File: config.mk
export PLATFORM = sky130hd
export DESIGN_NAME = stencil_2d_invoker
export DESIGN_NICKNAME = d
export VERILOG_FILES = /design/src/rtl/stencil_2d_invoker.sv
export SDC_FILE = /design/constraint.sdc
export NUM_CORES = 1
export LEC_CHECK = 0
export BUFFER_PORTS_ARGS = -buffer_cell sky130_fd_sc_hd__buf_2
export CORE_MARGIN = 4
export CORE_UTILIZATION = 48
export CTS_CLUSTER_DIAMETER = 50
export DETAILED_ROUTE_END_ITERATION = 8
export PLACE_DENSITY_LB_ADDON = 0.1
export REMOVE_ABC_BUFFERS = 1
export SLEW_MARGIN = 20
export SYNTH_ARGS = -nofsm -noshare
export SYNTH_HDL_FRONTEND = slang
export SYNTH_SLANG_ARGS = --single-unit
File: constraint.sdc
create_clock -name clock -period 4.65 [get_ports clock]
set_input_delay 0.465 -clock clock [delete_from_list [all_inputs] [get_ports clock]]
set_output_delay 0.465 -clock clock [all_outputs]
set_load 0.005 [all_outputs]
File: src/rtl/stencil_2d_invoker.sv
// stencil_2d_invoker: issues a run of stencil_2d calls with a bounded number
// in flight, buffers the returned words in a small FIFO towards a downstream
// consumer, and keeps a per-run XOR checksum and active-cycle count.
`timescale 1ns/1ps
module stencil_2d_invoker #(
    parameter int MAX_OUT    = 4,
    parameter int FIFO_DEPTH = 4
) (
    input  logic        clock,
    input  logic        reset,
    input  logic        run_start,
    input  logic [15:0] run_count,
    output logic        run_busy,
    output logic        run_done,
    output logic        comp_start,
    input  logic        comp_busy,
    input  logic        comp_done,
    output logic        comp_stall,
    input  logic [31:0] comp_returndata,
    output logic        res_valid,
    input  logic        res_ready,
    output logic [31:0] res_data,
    output logic [31:0] checksum,
    output logic [31:0] cycles,
    output logic        err_unexpected
);

    localparam int AW = $clog2(FIFO_DEPTH);

    typedef enum logic [1:0] {
        IDLE  = 2'd0,
        ISSUE = 2'd1,
        DRAIN = 2'd2,
        FIN   = 2'd3
    } state_t;

    state_t      state;
    state_t      state_next;

    logic [15:0] count;
    logic [15:0] issued;
    logic [15:0] returned;
    logic [15:0] outstanding;

    logic [31:0] mem [FIFO_DEPTH];
    logic [AW-1:0] wr_ptr;
    logic [AW-1:0] rd_ptr;
    logic [AW:0]   occ;

    logic fifo_full;
    logic fifo_empty;
    logic start_fire;
    logic call_req;
    logic call_fire;
    logic ret_fire;
    logic push;
    logic pop;
    logic active;

    assign outstanding = issued - returned;
    assign fifo_full   = (occ == (AW+1)'(FIFO_DEPTH));
    assign fifo_empty  = (occ == '0);
    assign active      = (state == ISSUE) || (state == DRAIN);
    assign start_fire  = (state == IDLE) && run_start;
    assign call_req    = (state == ISSUE) && (issued < count) && (outstanding < 16'(MAX_OUT));
    assign call_fire   = call_req && !comp_busy;
    // stall comes from registered occupancy only, so a pop never frees a slot
    // for a return in the same cycle
    assign ret_fire    = comp_done && !fifo_full;
    assign push        = ret_fire && (outstanding != '0);
    assign pop         = !fifo_empty && res_ready;

    // outputs are forced low while reset is held, even before the first edge
    assign run_busy   = active && !reset;
    assign run_done   = (state == FIN) && !reset;
    assign comp_start = call_req && !reset;
    assign comp_stall = fifo_full && !reset;
    assign res_valid  = !fifo_empty && !reset;
    assign res_data   = (reset || fifo_empty) ? '0 : mem[rd_ptr];

    // state register
    always_ff @(posedge clock) begin
        if (reset) begin
            state <= IDLE;
        end else begin
            state <= state_next;
        end
    end

    // next-state selection
    always_comb begin
        state_next = state;
        case (state)
            IDLE: begin
                if (run_start) begin
                    state_next = (run_count == '0) ? FIN : ISSUE;
                end
            end
            ISSUE: begin
                if (issued == count) begin
                    state_next = DRAIN;
                end
            end
            DRAIN: begin
                if ((returned == count) && fifo_empty) begin
                    state_next = FIN;
                end
            end
            FIN: begin
                state_next = IDLE;
            end
            default: begin
                state_next = IDLE;
            end
        endcase
    end

    // run counters, checksum, active-cycle count and unexpected-return flag
    always_ff @(posedge clock) begin
        if (reset) begin
            count          <= '0;
            issued         <= '0;
            returned       <= '0;
            checksum       <= '0;
            cycles         <= '0;
            err_unexpected <= 1'b0;
        end else if (start_fire) begin
            count          <= run_count;
            issued         <= '0;
            returned       <= '0;
            checksum       <= '0;
            cycles         <= '0;
            err_unexpected <= 1'b0;
        end else begin
            if (call_fire) begin
                issued <= issued + 16'd1;
            end
            if (ret_fire) begin
                if (outstanding != '0) begin
                    returned <= returned + 16'd1;
                    checksum <= checksum ^ comp_returndata;
                end else begin
                    err_unexpected <= 1'b1;
                end
            end
            if (active && (cycles != '1)) begin
                cycles <= cycles + 32'd1;
            end
        end
    end

    // result FIFO pointers and occupancy
    always_ff @(posedge clock) begin
        if (reset) begin
            wr_ptr <= '0;
            rd_ptr <= '0;
            occ    <= '0;
        end else begin
            if (push) begin
                wr_ptr <= wr_ptr + AW'(1);
            end
            if (pop) begin
                rd_ptr <= rd_ptr + AW'(1);
            end
            occ <= occ + (AW+1)'(push) - (AW+1)'(pop);
        end
    end

    // result FIFO storage
    always_ff @(posedge clock) begin
        if (push) begin
            mem[wr_ptr] <= comp_returndata;
        end
    end

endmodule

==> results.sh, run 1 <==
export IMPL_power_total_w=0.00741
export IMPL_dieArea_um2=27000
export IMPL_clkTransAtPathRegs_ps=60
export IMPL_cp_required_ps=4870
export IMPL_netlist_area_um2=11700
export IMPL_synth_warnings=0
export IMPL_crit_path_max_fanout=86
export IMPL_fp_dieH_um=164
export IMPL_post_cts_buffers=0
export IMPL_dp_hpwl_um=18600
export IMPL_cts_buffer_depth=3
export IMPL_finalSetupViolCount=0
export IMPL_worst_pin_slew_ps=948
export IMPL_ys_ff_latch=252
export IMPL_gr_total_overflow=0
export IMPL_setup_slack_ps=343
export IMPL_hold_depth=1
export IMPL_reg2reg_to="mem[0][11]"
export IMPL_nets=1314
export IMPL_drive_gt1_share_pct=23.8
export IMPL_syn_inst=1057
export IMPL_cts_root_buffer="clkbuf_16"
export IMPL_timing_rr_start="returned[5]"
export IMPL_diodes=0
export IMPL_synth_edf_count=128
export IMPL_final_common_cell="buf_2"
export IMPL_dr_total_vias=8498
export IMPL_first_pass_iters=5
export IMPL_clock_latency_ps=550
export IMPL_grt_setup_unrepaired="false"
export IMPL_antenna_found_initial=0
export IMPL_period_needed_ps=4310
export IMPL_post_route_period_util_pct=92.6
export IMPL_io_pins=156
export IMPL_cap_viol_max_count=0
export IMPL_die_x_um=164
export IMPL_worstSetupEndpoint="mem[0][11]"
export IMPL_placedCellCount=1501
export IMPL_port_buffers=155
export IMPL_cts_hold_fix_buffers=0
export IMPL_ys_seq_area_share_pct=53.9
export IMPL_wl_per_cell_um=17.3
export IMPL_syn_area_per_cell_um2=11.1
export IMPL_drt_iter0_drc=477
export IMPL_tritoncts="built"
export IMPL_status="finished clean"
export IMPL_antenna_left=0
export IMPL_reg2regPathDepth=12
export IMPL_area_delta_synth_final_pct=19.2
export IMPL_ctsHtreeMaxLevel=1
export IMPL_pre_cts_ws_ps=362
export IMPL_critPathArrivalTime_ps=4530
export IMPL_via_per_inst=5.46
export IMPL_hold_class="input pin to flop"
export IMPL_rows=56
export IMPL_fmax_ghz=0.232
export IMPL_gp_congestion=0.862
export IMPL_synth_distinct_cells=62
export IMPL_slew_violations=0
export IMPL_synthArstFlopShare_pct=0
export IMPL_grt_usage_pct=19.9
export IMPL_synth_ff_type="edfxtp_1"
export IMPL_hold_viol=0
export IMPL_cts_sinks=252
export IMPL_grt_max_degree=87
export IMPL_startpoint_type="flop"
export IMPL_ir_drop_mv=0.315
export IMPL_cts_buffers=30
export IMPL_grt_pass1_vias=8234
export IMPL_endpoint_kind="flop"
export IMPL_cts_resized=0
export IMPL_p_leak_nw=5.51
export IMPL_grt_pass1_wl_um=43200
export IMPL_worst_r2r_setup_slack_ps=340
export IMPL_drc=0
export IMPL_critPathLaunch="returned[5]"
export IMPL_core_um2=23800
export IMPL_slew_headroom_pct=36.8
export IMPL_drt_total_wl_um=26900
export IMPL_final_cell_mix="buf_2, edfxtp_1, dfxtp_1"
export IMPL_final_cells=1557
export IMPL_crit_type="flop to flop"
export IMPL_fin_skew_ps=16.7
export IMPL_start_util_pct=49.5
export IMPL_powerDensity_nw_per_um2=529
## worst min-delay path by stage
stage / startpoint / end
final: comp_returndata[16] / mem[0][16]
after global routing: comp_returndata[16] / mem[3][16]
after CTS: comp_returndata[16] / mem[1][16]
after detailed placement: err_unexpected / err_unexpected
after global placement: err_unexpected / err_unexpected
after floorplan: count[10] / count[10]
## cell usage after synthesis (3+ instances only)
master	n	share of area (%)
a21o_1	8	0.51
a21oi_1	80	3.4
a31o_2	32	2.4
a31oi_1	5	0.27
and2_1	46	2.4
and3_1	19	1.0
and4_1	7	0.52
buf_1	4	0.13
buf_2	7	0.30
clkbuf_1	30	0.96
dfxtp_1	124	21
edfxtp_1	128	33
ha_1	45	4.8
inv_1	43	1.4
mux2i_1	6	0.51
mux4_2	32	6.1
nand2_1	100	3.2
nand2b_1	3	0.16
nand3_1	29	1.2
nand4_1	22	1.2
nor2_1	98	3.1
nor2b_1	8	0.43
nor3_1	12	0.51
nor4_1	11	0.59
o21a_1	9	0.58
o21ai_0	26	1.1
o31ai_1	4	0.26
or3_1	14	0.75
or4_1	5	0.32
xnor2_1	23	1.7
xor2_1	38	2.8
## critical path, cell delays in order, from the launching register on
cell      delay (ps)
dfxtp_1          370
inv_1             70
ha_1             370
a21o_1           240
a22o_1           240
a311oi_1         440
o21ai_0          220
mux2i_1          360
nor4_4           140
a31oi_4          220
buf_4            750
and2_1           290
buf_12           230
## cells by family (layout without fill, tap and decap cells)
family / after synthesis / in the layout / synth area share [%]
mux: 39 / 39 / 6.74
compound gates: 192 / 192 / 10.7
flops: 252 / 252 / 53.9
xor+xnor: 61 / 61 / 4.55
buf+inv: 86 / 267 / 2.94
fa+ha+maj: 46 / 46 / 4.96
simple gates: 381 / 381 / 16.2
## layer usage
metal  vias to the layer above  wire length [µm]  global-route usage, %  part of all wire, %
li1                       4175                 -                      -                    -
met1                      4075             12200                   27.5                   45
met2                       213             12500                   33.3                   46
met3                        35              1720                   3.14                  6.4
met4                         0               532                   4.84                  2.0
met5                         -                 0                      0                    0
## cell type report
| cell class | instances | area, µm² |
|---|---|---|
| fill | 2008 | 9750 |
| sequential | 252 | 6330 |
| multi-input combinational | 719 | 5100 |
| timing repair buffer | 168 | 923 |
| clock buffer | 39 | 816 |
| tap | 319 | 399 |
| clock inverter | 17 | 270 |
| inverter | 43 | 161 |
## power by group
part	leakage [nW]	switching, W	internal, W
clock network	0.524	0.000925	0.00158
logic	2.82	0.00107	0.000874
registers	2.17	0.000204	0.00275
total	5.51	0.00220	0.00520
## through the flow
step	utilization [%]	instance area [µm²]	hold slack [ps]	TNS (ps)
floorplan	-	11600	455	-124280
global placement	54.4	12900	460	0
detailed placement	54.4	12900	464	0
CTS	58.9	14000	139	0
global route	58.9	14000	148	0
finish	58.9	14000	160	0
## flip-flops by register name, indices dropped and copies added, names as in the netlist, named ones only
signal,flops
err_unexpected,1
rd_ptr,2
state,2
returned,16
checksum,32
mem,128
count,16
wr_ptr,2
issued,16
cycles,32
occ,3
Note: power is estimated with default switching activity, not from simulation.
==> run 2, diff against run 1 <==
- clock period: 4.65 -> 3.7 ns (I/O delays scaled with it)
==> run 2 against run 1 <==
Compared with the run above: the run now ends with setup timing left; worst hold slack worse by 43 ps; non-clock buffer count is 74 higher; die area stayed put; clock power is 29% higher; routed wire length is 1.9% higher; clock-buffer cell count is 6 higher; sequential cell count stayed put; global-route usage is 0.40 points higher; highest routed layer unchanged.
==> results.sh, run 2 (synthesis gave the netlist of run 1 again) <==
export IMPL_status="finished with violations"
export IMPL_violations="setup timing"
export IMPL_grt_usage_pct=20.3
export IMPL_hold_class="input pin to flop"
export IMPL_gp_congestion=0.858
export IMPL_post_route_period_util_pct=101
export IMPL_slew_headroom_pct=41.0
export IMPL_regArea_um2=6330
export IMPL_startpoint_type="flop"
export IMPL_io_pins=156
export IMPL_endpoint_kind="flop"
export IMPL_largest_reg_flops=128
export IMPL_grt_max_degree=70
export IMPL_cp_cell_sequence="inv_2, ha_4, a21o_1, and3_1, or4_4, a311o_1, a22oi_2, buf_4, buf_4, buf_4, buf_4, buf_4, buf_4, buf_4, buf_4, buf_4, buf_4, buf_4, o211ai_1, nor3_1, o21a_1"
export IMPL_worst_r2r_setup_slack_ps=-40
export IMPL_first_pass_iters=6
export IMPL_worst_pin_slew_ps=885
export IMPL_drc=0
export IMPL_largestRegisters="mem (128), checksum (32), cycles (32)"
export IMPL_final_cells=1635
export IMPL_cp_common_cell="buf_4"
export IMPL_timing_hold_ws_ps=117
export IMPL_cts_buffer_depth=3
export IMPL_ctsHtreeMaxLevel=2
export IMPL_fmax_ghz=0.267
export IMPL_n_fill_cell=1952
export IMPL_rows=56
export IMPL_period_needed_ps=3740
export IMPL_dp_hpwl_um=18700
export IMPL_multi_input_comb_area_um2=5240
export IMPL_ir_drop_mv=0.357
export IMPL_powerDensity_nw_per_um2=661
export IMPL_final_common_cell="buf_2"
export IMPL_drt_total_wl_um=27500
export IMPL_wl_per_cell_um=16.8
export IMPL_core_um2=23800
export IMPL_diodes=0
export IMPL_setup_slack_ps=-38.8
export IMPL_final_area_um2=14800
export IMPL_cts_sinks=252
export IMPL_dieArea_um2=27000
export IMPL_dr_total_vias=8796
export IMPL_antenna_found_initial=0
export IMPL_port_buffers=155
export IMPL_grt_pass1_wl_um=44200
export IMPL_fp_dieH_um=164
export IMPL_slew_violations=0
export IMPL_drive_gt1_share_pct=30.5
export IMPL_gr_total_overflow=0
export IMPL_placedCellCount=1561
export IMPL_grt_busiest_layer="met2"
export IMPL_area_delta_synth_final_pct=25.8
export IMPL_clkTransAtPathRegs_ps=60
export IMPL_grt_use_met3_pct=3.39
export IMPL_grt_pass1_vias=8691
export IMPL_placed_area_um2=13400
export IMPL_finalSetupViolCount=1
export IMPL_cpMaxStageDelayCell="or4_4"
export IMPL_hold_viol=0
export IMPL_start_util_pct=49.5
export IMPL_fin_skew_ps=18.7
export IMPL_cts_buffers=34
export IMPL_cts_root_buffer="clkbuf_16"
export IMPL_critPathArrivalTime_ps=4170
export IMPL_finalSetupTns_ps=-38.8
export IMPL_grt_met1_usage_pct=27.0
export IMPL_critPathMaxStageDelay_ps=530
export IMPL_nets=1392
export IMPL_tritoncts="built"
export IMPL_antenna_left=0
export IMPL_die_x_um=164
export IMPL_p_leak_nw=5.93
export IMPL_cp_required_ps=4130
export IMPL_via_per_inst=5.38
export IMPL_final_cell_mix="buf_2, edfxtp_1, dfxtp_1"
export IMPL_gr_usage_met2_pct=34.7
export IMPL_cap_viol_max_count=0
export IMPL_crit_type="flop to flop"
export IMPL_drt_iter0_drc=416
export IMPL_crit_path_max_fanout=3
export IMPL_grt_setup_unrepaired="true"
export IMPL_clock_latency_ps=500
export IMPL_top_register="mem"
## run 2: cell types whose count changed in the layout (fill, tap and decap cells not counted), moves of 4 or more
cell and delta:
dfxtp_1 -5, ha_1 -6, buf_4 +69, inv_1 -5, buf_6 +4, inv_2 +4
dfxtp_2 +5, clkbuf_16 +4, ha_4 +6
## run 2: path summary, 6_finish.rpt
kind / from / end / cells past startpoint
setup / recovery: returned[3] / err_unexpected / 21
hold / removal: comp_returndata[1] / mem[0][1] / 1
setup reg to reg: returned[3] / err_unexpected / 21
hold reg to reg: err_unexpected / err_unexpected / 1
## run 2: cell type report
type	instances	share of cell area, %
multi-input cells	719	35.5
clock buffers	45	6.45
well taps	319	2.70
repair buffers	242	10.2
inverters	43	1.11
flip-flops and latches	252	42.9
clock inverters	15	1.21
## run 2: worst max-delay path: cells and delay by family (launching register included)
kind	cells	cell delay (ps)
buffers and inverters	12	1190
AOI/OAI and AO/OA	5	990
and+or+nand+nor	3	960
DFF	1	330
adders and majority gates	1	210
## run 2: where the power goes
part / switching, W / internal, W
clock: 0.00119 / 0.00204
sequential: 0.000217 / 0.00345
combinational: 0.00150 / 0.00136
## run 2: stage by stage
stage	util, %	total power, W	setup WS (ps)
final	62.2	0.00976	-38.8
after global routing	62.2	0.0103	-103
after CTS	61.8	0.00977	15.8
after detailed placement	56.3	0.00635	-143
after global placement	56.3	0.00630	-103
after floorplan	-	0.00532	-2490
## run 2: timing repair
item	CTS	global route
gates resized for setup	12	24
setup buffers	13	2
endpoints found under the setup margin	98	155
pin swaps	9	12
hold buffers	0	0
## run 2: metal layers
metal	up-vias	routed length, µm	share of wire [%]
met3	40	1210	4.4
met1	4216	12400	45
met5	-	0	0
met2	201	13300	48
met4	0	538	2.0
li1	4339	-	-
==> run 3, diff against run 2 <==
- CORE_ASPECT_RATIO: unset -> 0.7
==> run 3 against run 2 <==
Compared with the run above: the flow now finishes without violations; fmax up 2.3%; clock-buffer cell count down 15; total power down 4.8%; critical path type unchanged; critical endpoint is now occ[2]; largest cell class unchanged; largest power group unchanged.
==> results.sh, run 3 (synthesis gave the netlist of run 1 again) <==
export IMPL_clock_power_share_pct=30.9
export IMPL_drive_gt1_share_pct=30.5
export IMPL_crit_type="flop to flop"
export IMPL_worst_r2r_setup_slack_ps=50
export IMPL_cts_root_buffer="clkbuf_16"
export IMPL_powerDensity_nw_per_um2=637
export IMPL_port_buffers=155
export IMPL_worst_pin_slew_ps=884
export IMPL_drt_total_wl_um=29100
export IMPL_netSwitchingFraction_pct=30.7
export IMPL_gr_total_overflow=0
export IMPL_power_total_w=0.00929
export IMPL_status="finished clean"
export IMPL_dr_total_vias=8891
export IMPL_start_util_pct=49.2
export IMPL_period_needed_ps=3650
export IMPL_fmax_ghz=0.274
export IMPL_ctsHtreeMaxLevel=1
export IMPL_rows=47
export IMPL_drc=0
export IMPL_combPwrFrac_pct=29.3
export IMPL_final_cell_mix="buf_2, edfxtp_1, dfxtp_1"
export IMPL_crit_path_max_fanout=6
export IMPL_nets=1381
export IMPL_slew_violations=0
export IMPL_clkTransAtPathRegs_ps=60
export IMPL_final_cells=1619
export IMPL_fin_skew_ps=12.8
export IMPL_largestRegisters="mem (128), checksum (32), cycles (32)"
export IMPL_finalSetupViolCount=0
export IMPL_placedCellCount=1566
export IMPL_cts_buffer_depth=3
export IMPL_post_route_period_util_pct=98.8
export IMPL_first_pass_iters=5
export IMPL_wl_per_cell_um=18.0
export IMPL_antenna_left=0
export IMPL_io_pins=156
export IMPL_die_x_um=195
export IMPL_switchingPower_w=0.00285
export IMPL_core_um2=23900
export IMPL_cts_sinks=252
export IMPL_intPower_w=0.00644
export IMPL_clock_latency_ps=520
export IMPL_reg2reg_to="occ[2]"
export IMPL_cp_required_ps=4100
export IMPL_endpoint_kind="flop"
export IMPL_dieArea_um2=27100
export IMPL_tritoncts="built"
export IMPL_diodes=0
export IMPL_drt_iter0_drc=599
export IMPL_grt_max_degree=64
export IMPL_fp_dieH_um=139
export IMPL_grt_usage_pct=21.0
export IMPL_hold_viol=0
export IMPL_slew_headroom_pct=41.1
export IMPL_worstHoldStart="run_count[8]"
export IMPL_hold_class="input pin to flop"
export IMPL_timing_hold_ws_ps=87.2
export IMPL_largest_reg_flops=128
export IMPL_grt_setup_unrepaired="true"
export IMPL_grt_pass1_vias=8424
export IMPL_top_register="mem"
export IMPL_antenna_found_initial=0
export IMPL_reg2regPathDepth=19
export IMPL_grt_pass1_wl_um=46900
export IMPL_p_seq_share_pct=39.8
export IMPL_dp_hpwl_um=20300
export IMPL_final_common_cell="buf_2"
export IMPL_worstHoldEndpoint="count[8]"
export IMPL_area_delta_synth_final_pct=24.2
export IMPL_hold_depth=3
export IMPL_timing_rr_start="returned[5]"
export IMPL_cts_buffers=27
export IMPL_ir_drop_mv=0.522
export IMPL_critPathArrivalTime_ps=4050
export IMPL_cts_hold_fix_buffers=0
export IMPL_gp_congestion=0.877
export IMPL_cap_viol_max_count=0
export IMPL_via_per_inst=5.49
export IMPL_p_leak_nw=5.83
export IMPL_startpoint_type="flop"
run 3: critical path, cell delays in order, from the launching register on:
cell and delay (ps):
dfxtp_1 340, inv_2 60, ha_4 290, and4_1 170, o21a_1 160, buf_6 110
o31a_1 160, a21oi_1 70, or4_4 550, nor4_4 240, a31oi_4 140, inv_2 100
ha_4 200, inv_2 60, ha_4 110, inv_2 30, fa_2 340, xor2_1 160
xnor2_1 180, nor2_1 60
run 3: worst max path at each step:
stage | depth (start not counted) | slack, ps | start | end
6_report | 19 | 50 | returned[5] | occ[2]
4_1_cts | 19 | 5 | returned[8] | occ[2]
2_1_floorplan | 18 | -2490 | returned[5] | occ[2]
5_1_grt | 19 | -80 | returned[3] | occ[2]
3_3_place_gp | 18 | -100 | returned[3] | occ[2]
3_5_place_dp | 18 | -190 | returned[3] | occ[2]
run 3: timing repair:
action | CTS | global route
endpoints found under the setup margin | 142 | 152
pin swaps | 15 | 10
buffers inserted | 3 | 2
resized for setup | 31 | 14
run 3: power groups by stage:
stage | logic, W | registers (W) | clock network, W
after floorplan | 0.00156 | 0.00375 | 0
after global placement | 0.00261 | 0.00374 | 0
after detailed placement | 0.00264 | 0.00376 | 0
after CTS | 0.00274 | 0.00371 | 0.00294
after global routing | 0.00298 | 0.00376 | 0.00307
final | 0.00272 | 0.00370 | 0.00287
run 3: per-layer routing:
layer,part of all wire [%],vias up,track usage [%],wire length (µm)
li1,-,4306,-,-
met1,51,4294,34.2,14700
met2,41,252,29.5,12000
met3,6.4,39,3.38,1880
met4,2.0,0,4.48,595
met5,0,-,0,0
run 3: per-stage QoR:
| step | area (µm²) | util, % | worst slack, ps | setup TNS [ps] |
|---|---|---|---|---|
| after global routing | 14600 | 61.1 | -80.0 | -80.0 |
| after CTS | 14600 | 60.9 | 5.01 | 0 |
| after detailed placement | 13400 | 56.2 | -192 | -5870 |
| after global placement | 13400 | 56.2 | -99.7 | -99.7 |
| final | 14600 | 61.1 | 45.9 | 0 |
| after floorplan | 11600 | - | -2490 | -295940 |
run 3: final cells by class:
type                            instances  area (µm²)
Clock inverter                         19         250
Sequential cell                       252        6330
Clock buffer                           30         707
Multi-Input combinational cell        719        5270
Tap cell                              318         398
Timing Repair Buffer                  238        1470
Inverter                               43         161
Fill cell                            1993        9290
